==> config.mk <==
export PLATFORM = sky130hd
export DESIGN_NAME = memory_arbiter
export DESIGN_NICKNAME = d
export VERILOG_FILES = /design/src/rtl/memory_arbiter_pkg.sv /design/src/rtl/memory_arbiter_wait_timeout_counter.sv /design/src/rtl/memory_arbiter.sv
export SDC_FILE = /design/constraint.sdc
export NUM_CORES = 1
export LEC_CHECK = 0
export ABC_AREA = 1
export CAP_MARGIN = 40
export CELL_PAD_IN_SITES_DETAIL_PLACEMENT = 1
export CELL_PAD_IN_SITES_GLOBAL_PLACEMENT = 2
export CORE_AREA = 2 2 161 163
export CTS_BUF_LIST = sky130_fd_sc_hd__clkbuf_2 sky130_fd_sc_hd__clkbuf_4 sky130_fd_sc_hd__clkbuf_8
export DETAILED_ROUTE_END_ITERATION = 8
export DIE_AREA = 0 0 163 165
export PLACE_DENSITY = 0.83
export SYNTH_ARGS = -nofsm -noshare
export SYNTH_HDL_FRONTEND = slang
export SYNTH_SLANG_ARGS = --single-unit
==> constraint.sdc <==
create_clock -name clk -period 9.43 [get_ports clk]
set_input_delay 0.943 -clock clk [delete_from_list [all_inputs] [get_ports clk]]
set_output_delay 0.943 -clock clk [all_outputs]
set_load 0.01 [all_outputs]
==> src/rtl/memory_arbiter_pkg.sv <==
// Shared types for the instruction/data memory arbiter.
// Holds the arbiter state encoding and the registered bus request bundle.
package memory_arbiter_pkg;

  localparam int BUS_WIDTH = 32;
  localparam int BE_WIDTH  = BUS_WIDTH / 8;

  typedef enum logic [1:0] {
    IDLE,
    DATA_ACCESS,
    INSTR_ACCESS
  } arb_state_t;

  typedef logic [BUS_WIDTH-1:0] word_t;
  typedef logic [BE_WIDTH-1:0]  be_t;

  typedef struct packed {
    word_t addr;
    word_t wdata;
    be_t   be;
    logic  write;
  } bus_req_t;

endpackage

==> src/rtl/memory_arbiter_wait_timeout_counter.sv <==
// Saturating count of consecutive bus wait cycles within one access.
// reached stays high once the limit is hit until the next clear.
module wait_timeout_counter #(
  parameter int unsigned LIMIT = 255
) (
  input  logic clk,
  input  logic reset,
  input  logic clear,
  input  logic count_enable,
  output logic reached
);

  localparam int unsigned CW = (LIMIT < 1) ? 1 : $clog2(LIMIT + 1);
  localparam logic [CW-1:0] MAX = CW'(LIMIT);

  logic [CW-1:0] count;

  always_ff @(posedge clk or posedge reset) begin
    if (reset) begin
      count <= '0;
    end else if (clear) begin
      count <= '0;
    end else if (count_enable && (count != MAX)) begin
      count <= count + 1'b1;
    end
  end

  assign reached = (count == MAX);

endmodule

==> src/rtl/memory_arbiter.sv <==
// Arbitrates a fetch port and a data port onto one waitrequest-style bus.
// Alternates between requesters and flags overlong bus stalls.
module memory_arbiter
  import memory_arbiter_pkg::*;
#(
  parameter int unsigned TIMEOUT_CYCLES = 255
) (
  input  logic                 clk,
  input  logic                 reset,
  input  logic                 instr_req,
  input  logic [BUS_WIDTH-1:0] instr_address,
  output logic [BUS_WIDTH-1:0] instr_readdata,
  output logic                 instr_valid,
  input  logic                 data_read,
  input  logic                 data_write,
  input  logic [BUS_WIDTH-1:0] data_address,
  input  logic [BUS_WIDTH-1:0] data_writedata,
  input  logic [BE_WIDTH-1:0]  data_byteenable,
  output logic [BUS_WIDTH-1:0] data_readdata,
  output logic                 data_valid,
  output logic [BUS_WIDTH-1:0] bus_address,
  output logic                 bus_read,
  output logic                 bus_write,
  output logic [BUS_WIDTH-1:0] bus_writedata,
  output logic [BE_WIDTH-1:0]  bus_byteenable,
  input  logic [BUS_WIDTH-1:0] bus_readdata,
  input  logic                 bus_waitrequest,
  output logic                 stall,
  output logic                 timeout_error
);

  arb_state_t state;
  arb_state_t state_next;
  bus_req_t   bus_q;

  logic in_access;
  logic done;
  logic data_done;
  logic instr_done;
  logic data_req;
  logic data_pend;
  logic instr_pend;
  logic arbitrate;
  logic grant_data;
  logic grant_instr;
  logic reached;
  logic err_q;

  assign in_access  = (state != IDLE);
  assign done       = in_access && !bus_waitrequest;
  assign data_done  = done && (state == DATA_ACCESS);
  assign instr_done = done && (state == INSTR_ACCESS);
  assign data_req   = data_read || data_write;

  // A completing requester still holds its strobe; that is the
  // request just served, not a new one.
  assign data_pend  = data_req && !data_valid && !data_done;
  assign instr_pend = instr_req && !instr_valid && !instr_done;

  assign arbitrate   = (state == IDLE) || done;
  assign grant_data  = arbitrate && data_pend &&
                       !((state == DATA_ACCESS) && instr_pend);
  assign grant_instr = arbitrate && instr_pend && !grant_data;

  always_comb begin
    state_next = state;
    bus_read   = 1'b0;
    bus_write  = 1'b0;
    if (grant_data) begin
      state_next = DATA_ACCESS;
    end else if (grant_instr) begin
      state_next = INSTR_ACCESS;
    end else if (arbitrate) begin
      state_next = IDLE;
    end
    if (in_access) begin
      bus_read  = !bus_q.write;
      bus_write = bus_q.write;
    end
  end

  always_ff @(posedge clk or posedge reset) begin
    if (reset) begin
      state <= IDLE;
    end else begin
      state <= state_next;
    end
  end

  always_ff @(posedge clk or posedge reset) begin
    if (reset) begin
      bus_q          <= '0;
      instr_readdata <= '0;
      data_readdata  <= '0;
      instr_valid    <= 1'b0;
      data_valid     <= 1'b0;
      err_q          <= 1'b0;
    end else begin
      instr_valid <= instr_done;
      data_valid  <= data_done;
      err_q       <= err_q || reached;
      if (instr_done) begin
        instr_readdata <= bus_readdata;
      end
      if (data_done && !bus_q.write) begin
        data_readdata <= bus_readdata;
      end
      if (grant_data) begin
        bus_q <= '{addr:  data_address,
                   wdata: data_writedata,
                   be:    data_byteenable,
                   write: data_write};
      end else if (grant_instr) begin
        bus_q <= '{addr:  instr_address,
                   wdata: '0,
                   be:    '1,
                   write: 1'b0};
      end
    end
  end

  wait_timeout_counter #(
    .LIMIT(TIMEOUT_CYCLES)
  ) u_timeout (
    .clk         (clk),
    .reset       (reset),
    .clear       (grant_data || grant_instr),
    .count_enable(in_access && bus_waitrequest),
    .reached     (reached)
  );

  assign bus_address    = bus_q.addr;
  assign bus_writedata  = bus_q.wdata;
  assign bus_byteenable = bus_q.be;

  assign timeout_error = err_q || reached;

  assign stall = (instr_req && !instr_valid) ||
                 (data_req && !data_valid);

endmodule

Word level (Yosys, flattened, before mapping)
Cells that the tools add are included.

Bits in registers: 146. Latch bits: 0. Bits in writable memories: 0. ROM bits: 0. Input bits: 138. Output and inout port bits: 138. Logic and storage cells: 58. Memories: 0.

Add/subtract/negate cells: 1. Multiply operators: 0. Div/mod/pow operators: 0. $lt $le $gt $ge: 0. Equality and inequality tests: 4. Shift operators: 0. Multiplexer cells: 9. Bitwise operators: 0. Reduce and logical (&&, ||, !) cells: 33.

Operators with widths (count): $mux W69 (2); $mux W8 (2); $logic_and A1 B1 Y1 (15); $add A8 B1 Y8 const B (1); $eq A8 B8 Y1 const B (1); $logic_not A1 Y1 (8); $ne A8 B8 Y1 const B (1); $mux W2 (3); $reduce_bool A2 Y1 (3); $logic_or A1 B1 Y1 (5); $reduce_bool A3 Y1 (1); $eq A2 B1 Y1 const B (1); $eq A2 B2 Y1 const B (1); $logic_not A2 Y1 (1); $mux W1 (2).

Longest topological paths before layout
Gate-level depths: netlist (run 1).

Word-level depth: 12. Gate-level depth with buffers: 8. Depth with buffers taken out: 8.

Cells and area by module
From an unflattened synthesis (run 1), not the netlist that was laid out.

Cells, all modules: 786. Area total of the unflattened synthesis: 6810.3 um2.

By module, submodules not included: memory_arbiter (instances 1, cells each 717, area each 6303.5 um2, seq. area each 3453.3 um2); wait_timeout_counter (instances 1, cells each 69, area each 506.7 um2, seq. area each 200.2 um2).

Worst setup path after synthesis (run 1)
No wires, ideal clock.

Path kind: input to output. Start point: in data_write. End point: out stall. Arrival: 1.325 ns. Required time: 8.487 ns. Slack: 7.162 ns. Stages: 2. Path buffers: 0. Path through: o21bai_2 nand2_1.

Longest elaborated chain between the ends: 3.

RTL lines: start, declared (line memory_arbiter.sv:15) `input logic data_write,`; $logic_or A1 B1 Y1 (line memory_arbiter.sv:53) `assign data_req = data_read || data_write;`; $logic_and A1 B1 Y1 (line memory_arbiter.sv:139) `(data_req && !data_valid);`; $logic_or A1 B1 Y1 (line memory_arbiter.sv:138) `assign stall = (instr_req && !instr_valid) ||`; end, declared (line memory_arbiter.sv:28) `output logic stall,`.

Every way passes these cells.

Worst setup path in the final report (run 1)
Start point: in instr_req. End point: out stall.

Longest elaborated chain between the ends: 2.

RTL lines: start, declared (line memory_arbiter.sv:10) `input logic instr_req,`; $logic_and A1 B1 Y1 (line memory_arbiter.sv:138); $logic_or A1 B1 Y1 (line memory_arbiter.sv:138).

Every way passes these cells.

==> results of run 1 <==
==> final timing paths <==
path	cells past startpoint	endpoint	start	slack, ns
max	6	stall	instr_req	6.20
min	2	err_q$_DFF_PP0_	err_q$_DFF_PP0_	0.48
max reg2reg	8	bus_address[19]$_DFFE_PP0P_	state[1]$_DFFE_PP0P_	7.58
min reg2reg	2	err_q$_DFF_PP0_	err_q$_DFF_PP0_	0.48
max in group asynchronous	5	bus_writedata[19]$_DFFE_PP0P_	reset	7.52
min in group asynchronous	3	data_readdata[25]$_DFFE_PP0P_	reset	0.94
==> layout make-up <==
| cell class | count | area [um2] |
|---|---|---|
| clock buffer | 18 | 248 |
| clock inverter | 14 | 160 |
| multi-input combinational | 450 | 1920 |
| fill | 2916 | 15500 |
| tap | 330 | 413 |
| sequential | 146 | 3650 |
| inverter | 47 | 181 |
| timing repair buffer | 283 | 2920 |
==> report_power, final <==
group	internal (mW)	switching, mW	leakage, nW
sequential	0.897	0.150	1.83
clock	0.231	0.291	0.206
combinational	0.688	0.685	2.36
==> synth_stat cells <==
| library cell | number | area share, % |
|---|---|---|
| sky130_fd_sc_hd__o21ai_2 | 1 | 0.14 |
| sky130_fd_sc_hd__nand2_2 | 3 | 0.29 |
| sky130_fd_sc_hd__o21bai_2 | 1 | 0.17 |
| sky130_fd_sc_hd__inv_2 | 2 | 0.12 |
| sky130_fd_sc_hd__nor2_8 | 2 | 0.62 |
| sky130_fd_sc_hd__nand2_1 | 288 | 17 |
| sky130_fd_sc_hd__o21ai_0 | 69 | 5.4 |
| sky130_fd_sc_hd__xor2_1 | 2 | 0.27 |
| sky130_fd_sc_hd__inv_1 | 45 | 2.6 |
| sky130_fd_sc_hd__clkbuf_1 | 10 | 0.58 |
| sky130_fd_sc_hd__buf_6 | 8 | 1.4 |
| sky130_fd_sc_hd__nor2_1 | 34 | 2.0 |
| sky130_fd_sc_hd__nand4_1 | 1 | 0.097 |
| sky130_fd_sc_hd__nor3_1 | 1 | 0.078 |
| sky130_fd_sc_hd__nand3_1 | 44 | 3.4 |
| sky130_fd_sc_hd__ha_1 | 1 | 0.19 |
| sky130_fd_sc_hd__nor2_2 | 1 | 0.097 |
| sky130_fd_sc_hd__nor2_4 | 1 | 0.17 |
| sky130_fd_sc_hd__dfrtp_1 | 146 | 57 |
| sky130_fd_sc_hd__buf_4 | 68 | 7.9 |
| sky130_fd_sc_hd__buf_2 | 11 | 0.85 |
| sky130_fd_sc_hd__a21oi_1 | 1 | 0.078 |
==> sequential cells by signal (all words and copies together), names as in the netlist <==
name / count
instr_readdata: 32
data_valid: 1
bus_writedata: 32
bus_byteenable: 4
err_q: 1
bus_address: 32
bus_q: 1
state: 2
instr_valid: 1
data_readdata: 32
u_timeout.count: 8
==> cell families after synthesis <==
| family | share of synthesized area (%) |
|---|---|
| xor+xnor | 0.272 |
| fa+ha+maj | 0.194 |
| compound gates | 5.75 |
| flops | 56.7 |
| buf+inv | 13.5 |
| simple gates | 23.5 |
==> worst max-delay path, delay by kind of cell <==
family | cells | cell delay, ns
simple gates | 2 | 0.20
buf+inv | 4 | 1.13
==> layer usage <==
layer / up-vias / track usage, % / share of wire, %
met4: 2 / 4.79 / 1.6
met3: 20 / 6.76 / 11
met2: 231 / 23.1 / 43
met5: - / 0 / 0.080
li1: 2631 / - / -
met1: 2522 / 18.9 / 44
==> results.py, run 1 <==
metrics = {
    "outcome": {
        "run_status": "finished clean",
    },
    "drt": {
        "route.detailed.wl_per_inst_um": 15.6,
        "drt_pre_antenna_iters": 4,
        "detailroute.via_count": 5406,
        "drt_drc_violations_left": 0,
        "post_detailed_route_via_to_cell_ratio": 4.20,
        "drt_wl_total_um": 20100,
        "final_antenna_net_count": 0,
        "initialDrtViolationCount": 276,
    },
    "sta": {
        "finalCritPeriodShare_pct": 34.3,
        "fin_tns_setup_ns": 0,
        "drv_slew": 0,
        "slew-limit-headroom_pct": 61.5,
        "finalHoldWorstSlack_ns": 0.479,
        "transition_time_at_the_pin_with_the_least_slew_margin_ns": 0.578,
        "fin_crit_ns": 3.23,
        "rsz0062_at_grt": "false",
        "max_freq_mhz": 309,
        "clock-skew-final_ns": 0.0140,
        "finalHoldViolations": 0,
        "timing.final.setup_violations": 0,
        "post_layout_worst_setup_margin_ns": 6.20,
    },
    "power": {
        "worst_case_vdd_ir_drop_mv": 0.117,
        "post-layout-total-power_mw": 2.94,
        "power.density_cell_area_nw_per_um2": 310,
        "cellLeakagePower_nw": 4.40,
    },
    "final_layout": {
        "num_antenna_cells": 0,
        "most-common-layout-cells": "sky130_fd_sc_hd__nand2_1, sky130_fd_sc_hd__clkdlybuf4s50_1, sky130_fd_sc_hd__dfrtp_1, sky130_fd_sc_hd__o21ai_0",
        "post_layout_nonfiller_instances": 1288,
        "share_of_post_route_cells_with_drive_strength_above_1_pct": 5.43,
        "syn_to_final_growth_pct": 47.4,
        "finish.net_count": 1084,
        "final_design_area_no_fill_um2": 9500,
        "commonest_non_fill_non_tap_cell_in_the_layout": "sky130_fd_sc_hd__nand2_1",
        "utilization_after_layout_pct": 37.9,
    },
    "clock_tree": {
        "tritoncts_clock_tree": "built",
        "cts_made_buffers": 17,
        "clock_root_cell": "sky130_fd_sc_hd__clkbuf_8",
        "htree_levels": 4,
        "cts.hold.buffers_added": 0,
        "max-clock-path-buffers": 2,
        "post_cts_clock_slew_at_the_launch_and_capture_registers_of_the_worst_setup_and_hold_paths_ns": 0.09,
        "postCtsSetupRepairBufs": 0,
        "cts_resized": 0,
        "insertion_delay_ns": 0.45,
        "cts_num_sinks": 146,
    },
    "critical_path": {
        "worstSetupPathType": "input port to output port",
        "path_max_fanout": 2,
        "worstSetupEndpointType": "output port",
        "timing.critical_path.slowest_cell_delay_ns": 0.53,
        "slowest_stage": "sky130_fd_sc_hd__clkdlybuf4s50_1",
        "required_ns": 8.49,
        "worstPathArrival_ns": 2.29,
        "critPathLaunchType": "input port",
        "critical_path.cell_chain": "clkdlybuf4s50_1 -> inv_1 -> nor2_1 -> inv_1 -> nand2_1 -> clkdlybuf4s50_1",
    },
    "placed_design": {
        "place_ws_ns": 6.16,
        "gp_congestion": 0.744,
        "post-place-cells": 1256,
        "detailed_place_hpwl_um": 14700,
        "buffer_ports.inserted": 275,
        "placedInstanceArea_um2": 9090,
    },
    "yosys": {
        "synth.net_count": 879,
        "flop_and_latch_count_out_of_synthesis": 146,
        "post_synth_num_cell_types": 22,
        "synth_area_um2": 6440,
        "netlist_instances": 740,
        "synth.yosys.warnings": 0,
        "synth_seq_area_share_pct": 56.7,
        "synthesis.area_per_instance_um2": 8.70,
    },
    "grt": {
        "number_of_global_route_vias_before_repair": 5622,
        "grt_pass1_wl_um": 31200,
        "pin_count_of_the_biggest_net_entering_global_routing": 86,
        "antenna_found_initial": 1,
        "grt_use_total_pct": 15.0,
        "globalRouteOverflowTotal": 0,
    },
    "floorplan": {
        "core_area_um2": 25000,
        "num_io_pins": 276,
        "fp.dieW_um": 163,
        "chipHeight_um": 165,
        "floorplan.rows": 58,
        "design.die.area_um2": 26900,
        "start_util_pct": 25.7,
    },
    "job": {
        "number_of_max_capacitance_violations_reported": 0,
    },
    "worst_hold_path": {
        "worstHoldPathType": "register to register",
    },
}
Power figures use the tool's default switching activity.
==> run 2, diff against run 1 <==
--- a/config.mk
+++ b/config.mk
@@ -9,11 +9,11 @@
 export CAP_MARGIN = 40
 export CELL_PAD_IN_SITES_DETAIL_PLACEMENT = 1
 export CELL_PAD_IN_SITES_GLOBAL_PLACEMENT = 2
-export CORE_AREA = 2 2 161 163
+export CORE_AREA = 2 2 167 169
 export CTS_BUF_LIST = sky130_fd_sc_hd__clkbuf_2 sky130_fd_sc_hd__clkbuf_4 sky130_fd_sc_hd__clkbuf_8
 export DETAILED_ROUTE_END_ITERATION = 8
-export DIE_AREA = 0 0 163 165
-export PLACE_DENSITY = 0.83
+export DIE_AREA = 0 0 169 171
+export PLACE_DENSITY = 0.77
 export SYNTH_ARGS = -nofsm -noshare
 export SYNTH_HDL_FRONTEND = slang
 export SYNTH_SLANG_ARGS = --single-unit
==> constraint.sdc (replaced) <==
create_clock -name clk -period 3.4 [get_ports clk]
set_input_delay 0.34 -clock clk [delete_from_list [all_inputs] [get_ports clk]]
set_output_delay 0.34 -clock clk [all_outputs]
set_load 0.01 [all_outputs]
==> run 2 against run 1 <==
Compared with the run above: register-to-register slack got worse by 5.9 ns; sequential cell count unchanged; routed wire length is essentially flat; design area shrank 0.46%; clock skew grew 0.0074 ns; worst hold slack worse by 0.057 ns; via count rose by 0.18%; sequential share of layout area rose by 0.18 points; critical path type is now register to output port; largest power group unchanged.
==> results.py, run 2 (same netlist as run 1, synthesis figures left out) <==
metrics = {
    "critical_path": {
        "worstPathArrival_ns": 2.03,
        "worstSetupEndpointType": "output port",
        "slowest_stage": "sky130_fd_sc_hd__clkdlybuf4s50_1",
        "path_max_fanout": 4,
        "worstSetupPathType": "register to output port",
        "cp.buffers_inverters": 2,
        "critPathLaunchType": "register",
        "required_ns": 3.06,
        "critical_path.cell_chain": "ha_1 -> inv_1 -> nor2_1 -> nand2_1 -> nand2_1 -> clkdlybuf4s50_1",
        "timing.rr.start": "state[0]$_DFFE_PP0P_",
        "critical_path.top_delay_family": "buffers and inverters",
        "crit_top_cell": "sky130_fd_sc_hd__nand2_1",
        "setup.worst_path.start": "u_timeout.count[1]$_DFFE_PP0P_",
        "timing.critical_path.slowest_cell_delay_ns": 0.55,
    },
    "clock_tree": {
        "clock_root_cell": "sky130_fd_sc_hd__clkbuf_8",
        "post_cts_clock_slew_at_the_launch_and_capture_registers_of_the_worst_setup_and_hold_paths_ns": 0.10,
        "cts_num_sinks": 146,
        "cts_resized": 0,
        "tritoncts_clock_tree": "built",
        "insertion_delay_ns": 0.46,
        "cts.hold.buffers_added": 0,
        "postCtsSetupRepairBufs": 0,
        "htree_levels": 4,
        "cts_made_buffers": 17,
        "max-clock-path-buffers": 2,
    },
    "floorplan": {
        "design.die.area_um2": 28900,
        "start_util_pct": 23.6,
        "num_io_pins": 276,
        "chipHeight_um": 171,
        "floorplan.rows": 61,
        "fp.dieW_um": 169,
        "core_area_um2": 27300,
    },
    "final_layout": {
        "syn_to_final_growth_pct": 46.8,
        "commonest_non_fill_non_tap_cell_in_the_layout": "sky130_fd_sc_hd__nand2_1",
        "final_design_area_no_fill_um2": 9450,
        "num_antenna_cells": 0,
        "most-common-layout-cells": "sky130_fd_sc_hd__nand2_1, sky130_fd_sc_hd__clkdlybuf4s50_1, sky130_fd_sc_hd__dfrtp_1, sky130_fd_sc_hd__o21ai_0",
        "share_of_post_route_cells_with_drive_strength_above_1_pct": 5.33,
        "finish.net_count": 1083,
    },
    "sta": {
        "max_freq_mhz": 423,
        "finalHoldWorstSlack_ns": 0.421,
        "finalHoldViolations": 0,
        "rsz0062_at_grt": "false",
        "fin_crit_ns": 2.37,
        "timing.final.setup_violations": 0,
        "slew-limit-headroom_pct": 44.4,
        "clock-skew-final_ns": 0.0214,
        "drv_slew": 0,
        "finalCritPeriodShare_pct": 69.6,
        "fin_tns_setup_ns": 0,
        "transition_time_at_the_pin_with_the_least_slew_margin_ns": 0.834,
    },
    "outcome": {
        "run_status": "finished clean",
    },
    "grt": {
        "antenna_found_initial": 0,
        "pin_count_of_the_biggest_net_entering_global_routing": 147,
        "number_of_global_route_vias_before_repair": 5862,
        "grt_use_total_pct": 14.2,
        "globalRouteOverflowTotal": 0,
        "grt_pass1_wl_um": 32100,
    },
    "drt": {
        "post_detailed_route_via_to_cell_ratio": 4.16,
        "route.detailed.wl_per_inst_um": 15.4,
        "final_antenna_net_count": 0,
        "detailroute.via_count": 5416,
        "drt_drc_violations_left": 0,
        "initialDrtViolationCount": 262,
        "drt_pre_antenna_iters": 7,
        "drt_wl_total_um": 20100,
    },
    "job": {
        "number_of_max_capacitance_violations_reported": 0,
    },
    "worst_hold_path": {
        "worstHoldPathType": "input port to register",
        "worst_hold_startpoint": "data_writedata[24]",
    },
    "placed_design": {
        "placedInstanceArea_um2": 9040,
        "buffer_ports.inserted": 275,
        "gp_congestion": 0.740,
        "detailed_place_hpwl_um": 14200,
    },
    "power": {
        "power.density_cell_area_nw_per_um2": 857,
        "worst_case_vdd_ir_drop_mv": 0.304,
        "cellLeakagePower_nw": 4.37,
    },
}
-- run 2: cell count changes in the layout (fill, tap and decap cells not counted) --
cell and change:
sky130_fd_sc_hd__bufinv_16 -1, sky130_fd_sc_hd__buf_16 -3, sky130_fd_sc_hd__buf_4 +2, sky130_fd_sc_hd__clkinv_4 +2
sky130_fd_sc_hd__clkbuf_8 -1, sky130_fd_sc_hd__inv_6 -4, sky130_fd_sc_hd__clkinv_8 +4
-- run 2: report_power, final --
| part | leakage (nW) | internal, mW | switching (mW) |
|---|---|---|---|
| sequential | 1.83 | 2.49 | 0.404 |
| clock | 0.207 | 0.564 | 0.845 |
| combinational | 2.33 | 1.88 | 1.92 |
| total | 4.37 | 4.93 | 3.17 |
-- run 2: final cells by class --
| type | count | area (um2) |
|---|---|---|
| fill | 3196 | 17900 |
| clock buffer | 17 | 234 |
| sequential | 146 | 3650 |
| tap | 346 | 433 |
| inverter | 47 | 180 |
| timing repair buffer | 282 | 2860 |
| clock inverter | 15 | 179 |
| multi-input combinational | 450 | 1920 |
-- run 2: routing by layer --
layer  routed length [um]  global-route usage [%]  vias up
met5                    0                       0        -
met4                  166                    3.23        0
met3                 2500                    7.63       10
met2                 8960                    22.7      210
met1                 8480                    16.9     2571
li1                     -                       -     2625
-- run 2: worst paths after layout --
kind                       cells after the start  slack, ns                       endpoint
setup / recovery                               6       1.03                  timeout_error
hold reg to reg                                2       0.46                err_q$_DFF_PP0_
min in group asynchronous                      3       0.50  bus_byteenable[2]$_DFFE_PP0P_
max in group asynchronous                      3       2.31     bus_address[7]$_DFFE_PP0P_
hold / removal                                 3       0.42  bus_writedata[24]$_DFFE_PP0P_
setup reg to reg                               8       1.68    bus_address[13]$_DFFE_PP0P_
-- run 2: worst register-to-register path, delay by kind of cell (launching register included) --
family	cells	cell delay [ns]
buf+inv	2	0.37
flops	1	0.44
simple gates	6	0.84
-- run 2: through the flow --
| stage | total power, mW | util [%] | setup slack (ns) | cells |
|---|---|---|---|---|
| final | 8.10 | 34.6 | 1.03 | 1303 |
| after global routing | 8.80 | 34.6 | 0.892 | 1303 |
| after CTS | 8.30 | 34.6 | 0.969 | 1303 |
| after detailed placement | 6.81 | 33.1 | 1.16 | 1271 |
| after global placement | 6.71 | 32.9 | 1.13 | 1269 |
| after floorplan | 5.13 | - | 1.23 | 740 |
==> run 3, diff against run 2 <==
==> constraint.sdc (replaced) <==
create_clock -name clk -period 2.45 [get_ports clk]
set_input_delay 0.245 -clock clk [delete_from_list [all_inputs] [get_ports clk]]
set_output_delay 0.245 -clock clk [all_outputs]
set_load 0.01 [all_outputs]
==> run 3 against run 2 <==
Compared with the run above: sequential cell count unchanged; highest routed layer unchanged; critical path depth unchanged; via count down 0.17%; core utilization up 0.18 points; sequential share of layout area down 0.20 points; non-clock buffer count up 3; clock power up 47%; cell count up 0.31%; first-iteration DRC count down 2.7%; routed wire length up 0.19%; global-route usage down 0.22 points.
==> results.py, run 3 (same netlist as run 1, synthesis figures left out) <==
metrics = {
    "floorplan": {
        "start_util_pct": 23.6,
        "design.die.area_um2": 28900,
        "core_area_um2": 27300,
        "fp.dieW_um": 169,
        "chipHeight_um": 171,
        "num_io_pins": 276,
        "floorplan.rows": 61,
    },
    "final_layout": {
        "share_of_post_route_cells_with_drive_strength_above_1_pct": 5.63,
        "most-common-layout-cells": "sky130_fd_sc_hd__nand2_1, sky130_fd_sc_hd__clkdlybuf4s50_1, sky130_fd_sc_hd__dfrtp_1, sky130_fd_sc_hd__o21ai_0",
        "commonest_non_fill_non_tap_cell_in_the_layout": "sky130_fd_sc_hd__nand2_1",
        "nFillCells": 3151,
        "utilization_after_layout_pct": 34.8,
        "syn_to_final_growth_pct": 47.5,
        "finish.net_count": 1086,
    },
    "clock_tree": {
        "post_cts_clock_slew_at_the_launch_and_capture_registers_of_the_worst_setup_and_hold_paths_ns": 0.09,
        "insertion_delay_ns": 0.46,
        "htree_levels": 4,
        "cts.hold.buffers_added": 0,
        "cts_num_sinks": 146,
        "clock_root_cell": "sky130_fd_sc_hd__clkbuf_8",
        "tritoncts_clock_tree": "built",
        "postCtsSetupRepairBufs": 0,
        "cts_made_buffers": 17,
        "cts_resized": 0,
        "max-clock-path-buffers": 2,
    },
    "critical_path": {
        "path_max_fanout": 4,
        "worstPathArrival_ns": 2.01,
        "worstReg2RegEnd": "u_timeout.count[0]$_DFFE_PP0P_",
        "critPathLaunchType": "register",
        "worstSetupPathType": "register to output port",
        "required_ns": 2.20,
        "regToRegSetupSlack_ns": 0.87,
        "timing.rr.start": "u_timeout.count[1]$_DFFE_PP0P_",
        "worstSetupEndpointType": "output port",
        "reg2regPathDepth": 8,
    },
    "sta": {
        "clock-skew-final_ns": 0.0146,
        "post_layout_worst_setup_margin_ns": 0.194,
        "finalCritPeriodShare_pct": 92.1,
        "finalHoldViolations": 0,
        "transition_time_at_the_pin_with_the_least_slew_margin_ns": 0.430,
        "max_freq_mhz": 443,
        "drv_slew": 0,
        "rsz0062_at_grt": "false",
        "fin_crit_ns": 2.26,
        "slew-limit-headroom_pct": 71.3,
        "fin_tns_setup_ns": 0,
        "timing.final.setup_violations": 0,
        "finalHoldWorstSlack_ns": 0.0609,
    },
    "drt": {
        "drt_pre_antenna_iters": 6,
        "post_detailed_route_via_to_cell_ratio": 4.14,
        "final_antenna_net_count": 0,
        "route.detailed.wl_per_inst_um": 15.4,
        "initialDrtViolationCount": 255,
        "drt_wl_total_um": 20200,
        "drt_drc_violations_left": 0,
        "detailroute.via_count": 5407,
    },
    "grt": {
        "number_of_global_route_vias_before_repair": 5556,
        "globalRouteOverflowTotal": 0,
        "grt_use_total_pct": 14.0,
        "antenna_found_initial": 1,
        "pin_count_of_the_biggest_net_entering_global_routing": 65,
        "grt_pass1_wl_um": 31300,
    },
    "outcome": {
        "run_status": "finished clean",
    },
    "power": {
        "power.internal_mw": 7.06,
        "pwr-share-seq_pct": 35.4,
        "cellLeakagePower_nw": 4.39,
        "switchingPower_mw": 4.30,
        "power.density_cell_area_nw_per_um2": 1200,
        "switching_share_pct": 37.9,
        "power.share.combinational_pct": 46.4,
        "worst_case_vdd_ir_drop_mv": 0.411,
        "share_clk_of_total_power_pct": 18.2,
        "post-layout-total-power_mw": 11.4,
    },
    "placed_design": {
        "place_ws_ns": 0.494,
        "gp_congestion": 0.701,
        "buffer_ports.inserted": 275,
        "detailed_place_hpwl_um": 14200,
    },
    "job": {
        "number_of_max_capacitance_violations_reported": 0,
    },
    "worst_hold_path": {
        "worstHoldPathType": "input port to async pin",
    },
}
[run 3: cell count changes in the layout (fill, tap and decap cells not counted)]
cell and delta:
sky130_fd_sc_hd__clkinv_4 -2, sky130_fd_sc_hd__clkinvlp_4 +1, sky130_fd_sc_hd__clkinv_8 -5, sky130_fd_sc_hd__bufinv_16 +2
sky130_fd_sc_hd__clkinv_2 +1, sky130_fd_sc_hd__buf_12 +2, sky130_fd_sc_hd__inv_8 -2, sky130_fd_sc_hd__inv_6 +4
sky130_fd_sc_hd__diode_2 +1, sky130_fd_sc_hd__clkbuf_8 +1, sky130_fd_sc_hd__buf_4 +1
[run 3: cell type report]
| class | instances | area, um2 | area share (%) |
|---|---|---|---|
| inverters | 47 | 180 | 1.90 |
| repair buffers | 285 | 2900 | 30.6 |
| clock inverters | 14 | 165 | 1.74 |
| diodes | 1 | 2.50 | 0.0263 |
| multi-input cells | 450 | 1920 | 20.2 |
| well taps | 346 | 433 | 4.56 |
| clock buffers | 18 | 248 | 2.61 |
| flip-flops and latches | 146 | 3650 | 38.5 |
[run 3: metrics by stage]
step / std cells / instance area [um2]
after detailed placement: 1274 / 9090
after floorplan: 740 / 6440
after global placement: 1274 / 9090
after global routing: 1306 / 9500
after CTS: 1306 / 9500
final: 1307 / 9500
[run 3: worst max path at each step]
| stage | start | endpoint | slack [ns] | depth (start not counted) |
|---|---|---|---|---|
| final | u_timeout.count[1]$_DFFE_PP0P_ | timeout_error | 0.19 | 6 |
| after global routing | u_timeout.count[1]$_DFFE_PP0P_ | timeout_error | 0.04 | 6 |
| after CTS | u_timeout.count[1]$_DFFE_PP0P_ | timeout_error | 0.12 | 6 |
| after detailed placement | bus_waitrequest | bus_address[8]$_DFFE_PP0P_ | 0.49 | 8 |
| after global placement | data_write | stall | 0.51 | 4 |
| after floorplan | reset | bus_address[0]$_DFFE_PP0P_ | 0.37 | 1 |
[run 3: worst max-delay path: stages, from the launching register on]
cell,delay [ns]
sky130_fd_sc_hd__dfrtp_1,0.40
sky130_fd_sc_hd__ha_1,0.23
sky130_fd_sc_hd__inv_1,0.07
sky130_fd_sc_hd__nor2_1,0.11
sky130_fd_sc_hd__nand2_1,0.11
sky130_fd_sc_hd__nand2_1,0.09
sky130_fd_sc_hd__clkdlybuf4s50_1,0.54
[run 3: metal layers]
layer,vias to the layer above,share of wire [%],track usage [%]
met3,15,12,7.15
met4,0,1.1,4.42
li1,2638,-,-
met5,-,0,0
met2,212,44,21.2
met1,2542,43,17.4
[run 3: power by group through the flow]
stage          logic, mW  clock network, mW  registers (mW)
2_1_floorplan       2.92                  0            4.20
6_report            5.27               2.07            4.03
3_5_place_dp        5.40                  0            4.08
4_1_cts             5.42               2.17            4.05
5_1_grt             5.86               2.26            4.17
3_3_place_gp        5.34                  0            4.04
